==> config.mk <==
export PLATFORM = sky130hd
export DESIGN_NAME = imm_gen_pipe
export DESIGN_NICKNAME = d
export VERILOG_FILES = /design/src/rtl/imm_gen_pipe.sv
export SDC_FILE = /design/constraint.sdc
export NUM_CORES = 1
export LEC_CHECK = 0
export BUFFER_PORTS_ARGS = -buffer_cell sky130_fd_sc_hd__buf_2
export CAP_MARGIN = 25
export CORE_MARGIN = 2
export CORE_UTILIZATION = 59
export CTS_BUF_LIST = sky130_fd_sc_hd__clkbuf_4 sky130_fd_sc_hd__clkbuf_8 sky130_fd_sc_hd__clkbuf_16
export CTS_CLUSTER_SIZE = 30
export DETAILED_ROUTE_END_ITERATION = 8
export PLACE_DENSITY = 0.85
export SLEW_MARGIN = 30
export SYNTH_ARGS = -nofsm -noshare
export SYNTH_HDL_FRONTEND = slang
export SYNTH_SLANG_ARGS = --single-unit
==> constraint.sdc <==
create_clock -name clk -period 3.65 [get_ports clk]
set_input_delay 0.1825 -clock clk [delete_from_list [all_inputs] [get_ports clk]]
set_output_delay 0.1825 -clock clk [all_outputs]
set_load 0.02 [all_outputs]
==> src/rtl/imm_gen_pipe.sv <==
// Decode-stage immediate generator: decodes every RV32I/RV64I immediate
// format, sign- or zero-extends it to XLEN and presents it behind a
// valid/ready register with a one-entry skid so hazard stalls and flushes
// never lose or duplicate an immediate.
module imm_gen_pipe #(
    parameter int unsigned XLEN  = 32,
    parameter int unsigned TAG_W = 5
) (
    input  logic             clk,
    input  logic             rst_n,
    input  logic             flush,
    input  logic             in_valid,
    output logic             in_ready,
    input  logic [24:0]      instr,
    input  logic [2:0]       imm_src,
    input  logic [TAG_W-1:0] in_tag,
    output logic             out_valid,
    input  logic             out_ready,
    output logic [XLEN-1:0]  imm_ext,
    output logic [TAG_W-1:0] out_tag,
    output logic             out_err
);

    // instr[k] holds instruction bit k+7, so I[n] below is instr[n-7].
    logic            sgn;
    logic            sext_fmt;
    logic [31:0]     imm32;
    logic [XLEN-1:0] dec_imm;
    logic            dec_err;

    assign sgn = instr[24];

    // Format decode: build the low 32 bits, then fill the upper bits with the
    // sign for signed formats and with zero for SHAMT/ZIMM.
    always_comb begin
        imm32    = '0;
        sext_fmt = 1'b0;
        dec_err  = 1'b0;
        case (imm_src)
            3'b000: begin
                imm32    = {{20{sgn}}, instr[24:13]};
                sext_fmt = 1'b1;
            end
            3'b001: begin
                imm32    = {{20{sgn}}, instr[24:18], instr[4:0]};
                sext_fmt = 1'b1;
            end
            3'b010: begin
                imm32    = {{20{sgn}}, instr[0], instr[23:18], instr[4:1], 1'b0};
                sext_fmt = 1'b1;
            end
            3'b011: begin
                imm32    = {{12{sgn}}, instr[12:5], instr[13], instr[23:14], 1'b0};
                sext_fmt = 1'b1;
            end
            3'b100: begin
                imm32    = {instr[24:5], 12'b0};
                sext_fmt = 1'b1;
            end
            3'b101: begin
                if (XLEN == 64) begin
                    imm32 = {26'b0, instr[18:13]};
                end else begin
                    imm32 = {27'b0, instr[17:13]};
                end
            end
            3'b110: begin
                imm32 = {27'b0, instr[12:8]};
            end
            default: begin
                dec_err = 1'b1;
            end
        endcase
        dec_imm        = {XLEN{sext_fmt & sgn}};
        dec_imm[31:0]  = imm32;
    end

    // Main output register and skid register.
    logic             main_valid_q, main_valid_d;
    logic [XLEN-1:0]  main_imm_q, main_imm_d;
    logic [TAG_W-1:0] main_tag_q, main_tag_d;
    logic             main_err_q, main_err_d;
    logic             skid_valid_q, skid_valid_d;
    logic [XLEN-1:0]  skid_imm_q, skid_imm_d;
    logic [TAG_W-1:0] skid_tag_q, skid_tag_d;
    logic             skid_err_q, skid_err_d;

    logic accept;
    logic drain;

    assign in_ready  = ~skid_valid_q;
    assign accept    = in_valid & in_ready;
    assign drain     = main_valid_q & out_ready;

    assign out_valid = main_valid_q;
    assign imm_ext   = main_imm_q;
    assign out_tag   = main_tag_q;
    assign out_err   = main_err_q;

    // Next-state: flush wins; otherwise skid refills main on drain, and a new
    // entry lands in main when it frees up or in skid when main is stalled.
    always_comb begin
        main_valid_d = main_valid_q;
        main_imm_d   = main_imm_q;
        main_tag_d   = main_tag_q;
        main_err_d   = main_err_q;
        skid_valid_d = skid_valid_q;
        skid_imm_d   = skid_imm_q;
        skid_tag_d   = skid_tag_q;
        skid_err_d   = skid_err_q;
        if (flush) begin
            main_valid_d = 1'b0;
            skid_valid_d = 1'b0;
        end else if (drain) begin
            if (skid_valid_q) begin
                main_imm_d   = skid_imm_q;
                main_tag_d   = skid_tag_q;
                main_err_d   = skid_err_q;
                skid_valid_d = 1'b0;
            end else if (accept) begin
                main_imm_d   = dec_imm;
                main_tag_d   = in_tag;
                main_err_d   = dec_err;
            end else begin
                main_valid_d = 1'b0;
            end
        end else if (accept) begin
            if (!main_valid_q) begin
                main_valid_d = 1'b1;
                main_imm_d   = dec_imm;
                main_tag_d   = in_tag;
                main_err_d   = dec_err;
            end else begin
                skid_valid_d = 1'b1;
                skid_imm_d   = dec_imm;
                skid_tag_d   = in_tag;
                skid_err_d   = dec_err;
            end
        end
    end

    // State registers with asynchronous clear.
    always_ff @(posedge clk or negedge rst_n) begin
        if (!rst_n) begin
            main_valid_q <= 1'b0;
            main_imm_q   <= '0;
            main_tag_q   <= '0;
            main_err_q   <= 1'b0;
            skid_valid_q <= 1'b0;
            skid_imm_q   <= '0;
            skid_tag_q   <= '0;
            skid_err_q   <= 1'b0;
        end else begin
            main_valid_q <= main_valid_d;
            main_imm_q   <= main_imm_d;
            main_tag_q   <= main_tag_d;
            main_err_q   <= main_err_d;
            skid_valid_q <= skid_valid_d;
            skid_imm_q   <= skid_imm_d;
            skid_tag_q   <= skid_tag_d;
            skid_err_q   <= skid_err_d;
        end
    end

endmodule

# Word level (Yosys, flattened, before mapping)
# Index checks and enable logic that the tools add are counted.
[word_totals] reg_bits=78 input_bits=38
[classes] eq_ne=9 muxes=26 n_bitwise=5 reduce_logical=10
[op_table] op="one-hot mux 32 bit (7 select lines)" n=1
[op_table] op="2-to-1 mux 32 bit" n=5
[op_table] op="2-to-1 mux 5 bit" n=5
[op_table] op="2-to-1 mux 1 bit" n=15
[op_table] op="equality test 3 bit (second input constant)" n=3
[op_table] op="AND reduction 4 bit" n=2
[op_table] op="OR reduction 7 bit" n=1
[op_table] op="equality test 3 x 2 -> 1 bit (second input constant)" n=2
[op_table] op="!= test 3 bit (second input constant)" n=2
[op_table] op="nonzero test 3 bit" n=2
[op_table] op="nonzero test 2 bit" n=2
[op_table] op="equality test 3 x 1 -> 1 bit (second input constant)" n=1
[op_table] op="zero test 3 bit" n=1
[op_table] op="inverter 1 bit" n=3
[op_table] op="AND reduction 3 bit" n=1
[op_table] op="bitwise AND 1 bit" n=2
[op_table] op="!= test 2 x 1 -> 1 bit (second input constant)" n=1
[op_table] op="AND reduction 2 bit" n=1

# Logic depth before layout (Yosys ltp)
[logic_depth] word_depth=6 mapped_depth=6 ltp_nobuf=4

# Worst setup path after synthesis
# Ideal clock, no wire load.
[synth_timing] path_kind="reg2reg" start="register main_valid_q (netlist: out_valid)" end="register main_imm_q[23] (netlist: imm_ext[23])" setup_ns=0.125 arrival_ns=1.469 slack_ns=2.056 path_stages_with_launch=5 n_path_buf=1 period_less_slack_ns=1.594 path_cell_list="dfrtp_1 nor2b_1 a211oi_2 buf_2 mux2_2"
[synth_via] elab_chain_cells=3
[synth_rtl] item="start: declaration" line_no="79" source="logic main_valid_q, main_valid_d;"
[synth_rtl] item="start signal: assignment" line_no="154" source="main_valid_q <= main_valid_d;"
[synth_rtl] item="bitwise AND 1 bit" line_no="93" source="assign drain = main_valid_q & out_ready;"
[synth_rtl] item="!= test 2 x 1 -> 1 bit (no source line) / nonzero test 2 bit (equally long branches)"
[synth_rtl] item="AND reduction 4 bit (no source line)"
[synth_rtl] item="end signal: assignment" line_no="155" source="main_imm_q <= main_imm_d;"
[synth_rtl] item="end: declaration" line_no="80" source="logic [XLEN-1:0] main_imm_q, main_imm_d;"
# Parallel ways exist; a longest one is shown, timed or not.
# A chain may end at the register's enable or synchronous reset.

# Worst setup path in the final report
[layout_timing] start="register main_valid_q (netlist: out_valid)" end="register main_imm_q[5] (netlist: imm_ext[5])"
# Same word-level chain as after synthesis.

==> metrics.md <==
| Metric | Value |
|---|---|
| Power Density | 505 nW/µm² |
| Die Ht | 84.9 µm |
| P_leak | 2.08 nW |
| Max Cap Viol | 0 |
| Fin crit share | around 56% |
| 1st-iter DRT viols | 421 |
| Slew @ Worst Pin | 0.923 ns |
| Post-synth top cells | nand2_1, dfrtp_1, a21oi_1 |
| Area of the core | 6350 µm² |
| Final Routed Wirelength | 8540 µm |
| Design area | 4410 µm² |
| RSZ-0062 raised after global routing | no |
| H-Tree Depth | 3 |
| Data required, critical path | 3.86 ns |
| Seq/Total Area, Yosys | 50.6% |
| # clock sinks | 78 |
| Most used routing layer in global routing | met2 |
| Pins over their slew limit | 0 |
| FF-to-FF setup slack | between 1.5 and 2 ns |
| Post-Syn Area | 3860 µm² |
| Cell Count, Final, Fillers Out | 565 |
| Top cells by area, synth | dfrtp_1, nand2_1, a21oi_1, mux2_2, o21ai_0 |
| Synthesized instance count | roughly 420 |
| Vias in the first global route | slightly below 3000 |
| Clock Path Buffers | 2 |
| Global route overflow | 0 |
| # setup viols final | 0 |
| Placed cell count | 548 |
| Setup crit start kind | register |
| ANT cells | 0 |
| Peak supply drop | a little under 0.4 mV |
| CP arrival | 2.25 ns |
| Crit end category | register |
| Via count | between 3000 and 4000 |
| Setup TNS | 0 ns |
| Gpl congestion | 0.783 |
| Worst skew pair latency | 0.35 ns |
| Reg2reg end | imm_ext[5] |
| Max FO, Critical Path | 21 |
| Final min period | 2.04 ns |
| Initial Utilization | 60.8% |
| Share of cells above drive strength 1 | 24.2% |
| TritonCTS clock tree | built |
| Die ar. | slightly above 7000 µm² |
| Worst min-delay path class | in -> reg |
| Syn nets | 462 |
| Asr flop ratio synth | 100% |
| Synth cell types | 36 |
| Met3 usage | 4.38% |
| CP Capture Point | imm_ext[5] |
| DR pass1 iterations | 6 |
| CP startpoint | out_valid |
| Routed Antenna Nets | 0 |
| Vias per cell | slightly below 6 |
| Reg-to-Reg Start | out_valid |
| Total CTS buffers | 9 |
| Synth Flop Type | dfrtp_1 |
| Synthesized area per cell | between 9 and 10 µm² |
| WS Path Type | reg -> reg |
| Count leader, synth | nand2_1 |
| Syn-to-layout area delta | 14.2% |
| R2R depth | 5 |
| CTS clk-pin slew, worst paths | approximately 0.080 ns |
| Peak Freq | between 0.4 and 0.5 GHz |
| CTS root buf | clkbuf_8 |
| Nets@finish | between 500 and 600 |
| IO buf count | 77 |
| Syn. warnings | 0 |
| Final Hold Viols | 0 |
| First-pass GRT wire length | 14400 µm |
| Largest area contributor in the netlist | dfrtp_1 |
| Post-synth top area share | 50.6% |
| DRC | 0 |
| Placed cell area | roughly 4200 µm² |
| Grt met1 use | 36.1% |
| Tot GR Track Use | between 20% and 30% |
| Die W | 84.9 µm |
| Post-DR wirelength/cell | 15.1 µm |
| Grt met2 use | 39.1% |
| Antenna violations before repair | 0 |
| Post-CTS setup buffers | 0 |
| Status | finished, final reports clean |
| Clk_skew | 0.00724 ns |
| Largest net degree at the start of global routing | 79 |
| Post-synth EDFFs | 0 |
| Tot Pwr | 2.23 mW |
| Slew HR | between 30% and 40% |
| Row cnt | 29 |
| Detailed placement HPWL | about 5700 µm |
| I/O pin count | 78 |
| Number of synthesized register bits | 78 |
registers in the layout (all words and copies together) (netlist names):
name and cells:
imm_ext 32, out_err 1, out_tag 5, out_valid 1, skid_err_q 1, skid_imm_q 32
skid_tag_q 5, skid_valid_q 1
cells in the final DEF (no fill, tap or decap), types with 4 or more instances in the layout:
master and count:
a21oi_1 48, a22oi_1 4, a31oi_1 6, buf_2 76, buf_4 5, clkbuf_8 10
dfrtp_1 78, mux2_2 15, mux2i_1 6, nand2_1 88, nand3_1 22, nand3b_1 13
nor2_1 29, nor2b_1 4, nor3b_1 7, o211ai_1 12, o21ai_0 23, o21ai_1 13
worst min path at each step:
stage	startpoint	endpoint	slack, ns	depth (start not counted)
2_1_floorplan	rst_n	imm_ext[0]	-0.11	0
3_3_place_gp	rst_n	imm_ext[1]	0.39	1
3_5_place_dp	in_tag[2]	skid_tag_q[2]	0.39	3
4_1_cts	rst_n	imm_ext[3]	0.02	1
5_1_grt	in_tag[2]	skid_tag_q[2]	0.03	3
6_report	in_tag[2]	skid_tag_q[2]	0.03	3
worst max-delay path: stages (launching register included):
cell	delay, ns
dfrtp_1	0.46
and3_1	0.76
buf_4	0.33
nor3b_1	0.07
a21oi_1	0.19
o21ai_1	0.08
cell type report:
class / count / area, µm²
tap: 77 / 96.3
clock inverter: 5 / 35.0
fill: 537 / 1940
clock buffer: 11 / 145
multi-input combinational: 309 / 1730
inverter: 2 / 7.51
sequential: 78 / 1950
timing repair buffer: 83 / 439
logic make-up (layout without fill, tap and decap cells):
logic type / after synthesis / in the layout / share of synthesized area [%]
compound gates: 116 / 116 / 17.7
xor+xnor: 1 / 1 / 0.713
buf+inv: 37 / 101 / 4.86
flops: 78 / 78 / 50.6
mux: 21 / 21 / 5.93
simple gates: 171 / 171 / 20.2
what timing repair did:
| action | in CTS | in global routing |
|---|---|---|
| endpoints found under the hold margin | 0 | 78 |
| gates resized for setup | 0 | 0 |
| hold buffers | 0 | 1 |
| setup endpoints to repair | 0 | 0 |
where the power goes:
group          switching, mW  internal (mW)  total (mW)  leakage (nW)
registers             0.0880           1.03        1.12         0.999
clock network          0.321          0.273       0.594        0.0927
logic                  0.317          0.193       0.510         0.989
layer usage:
layer / wire length [µm] / share of wire, %
met5: 0 / 0
met4: 193 / 2.3
met3: 467 / 5.5
met2: 4000 / 47
met1: 3880 / 45
stage by stage:
| step | util [%] | hold WS [ns] | setup WS, ns |
|---|---|---|---|
| 6_report | 69.4 | 0.0275 | 1.61 |
| 5_1_grt | 69.4 | 0.0342 | 1.37 |
| 4_1_cts | 69.1 | 0.0227 | 1.54 |
| 3_5_place_dp | 66.3 | 0.394 | 1.55 |
| 3_3_place_gp | 66.3 | 0.392 | 1.60 |
| 2_1_floorplan | - | -0.113 | 2.06 |
Power figures use the tool's default switching activity.
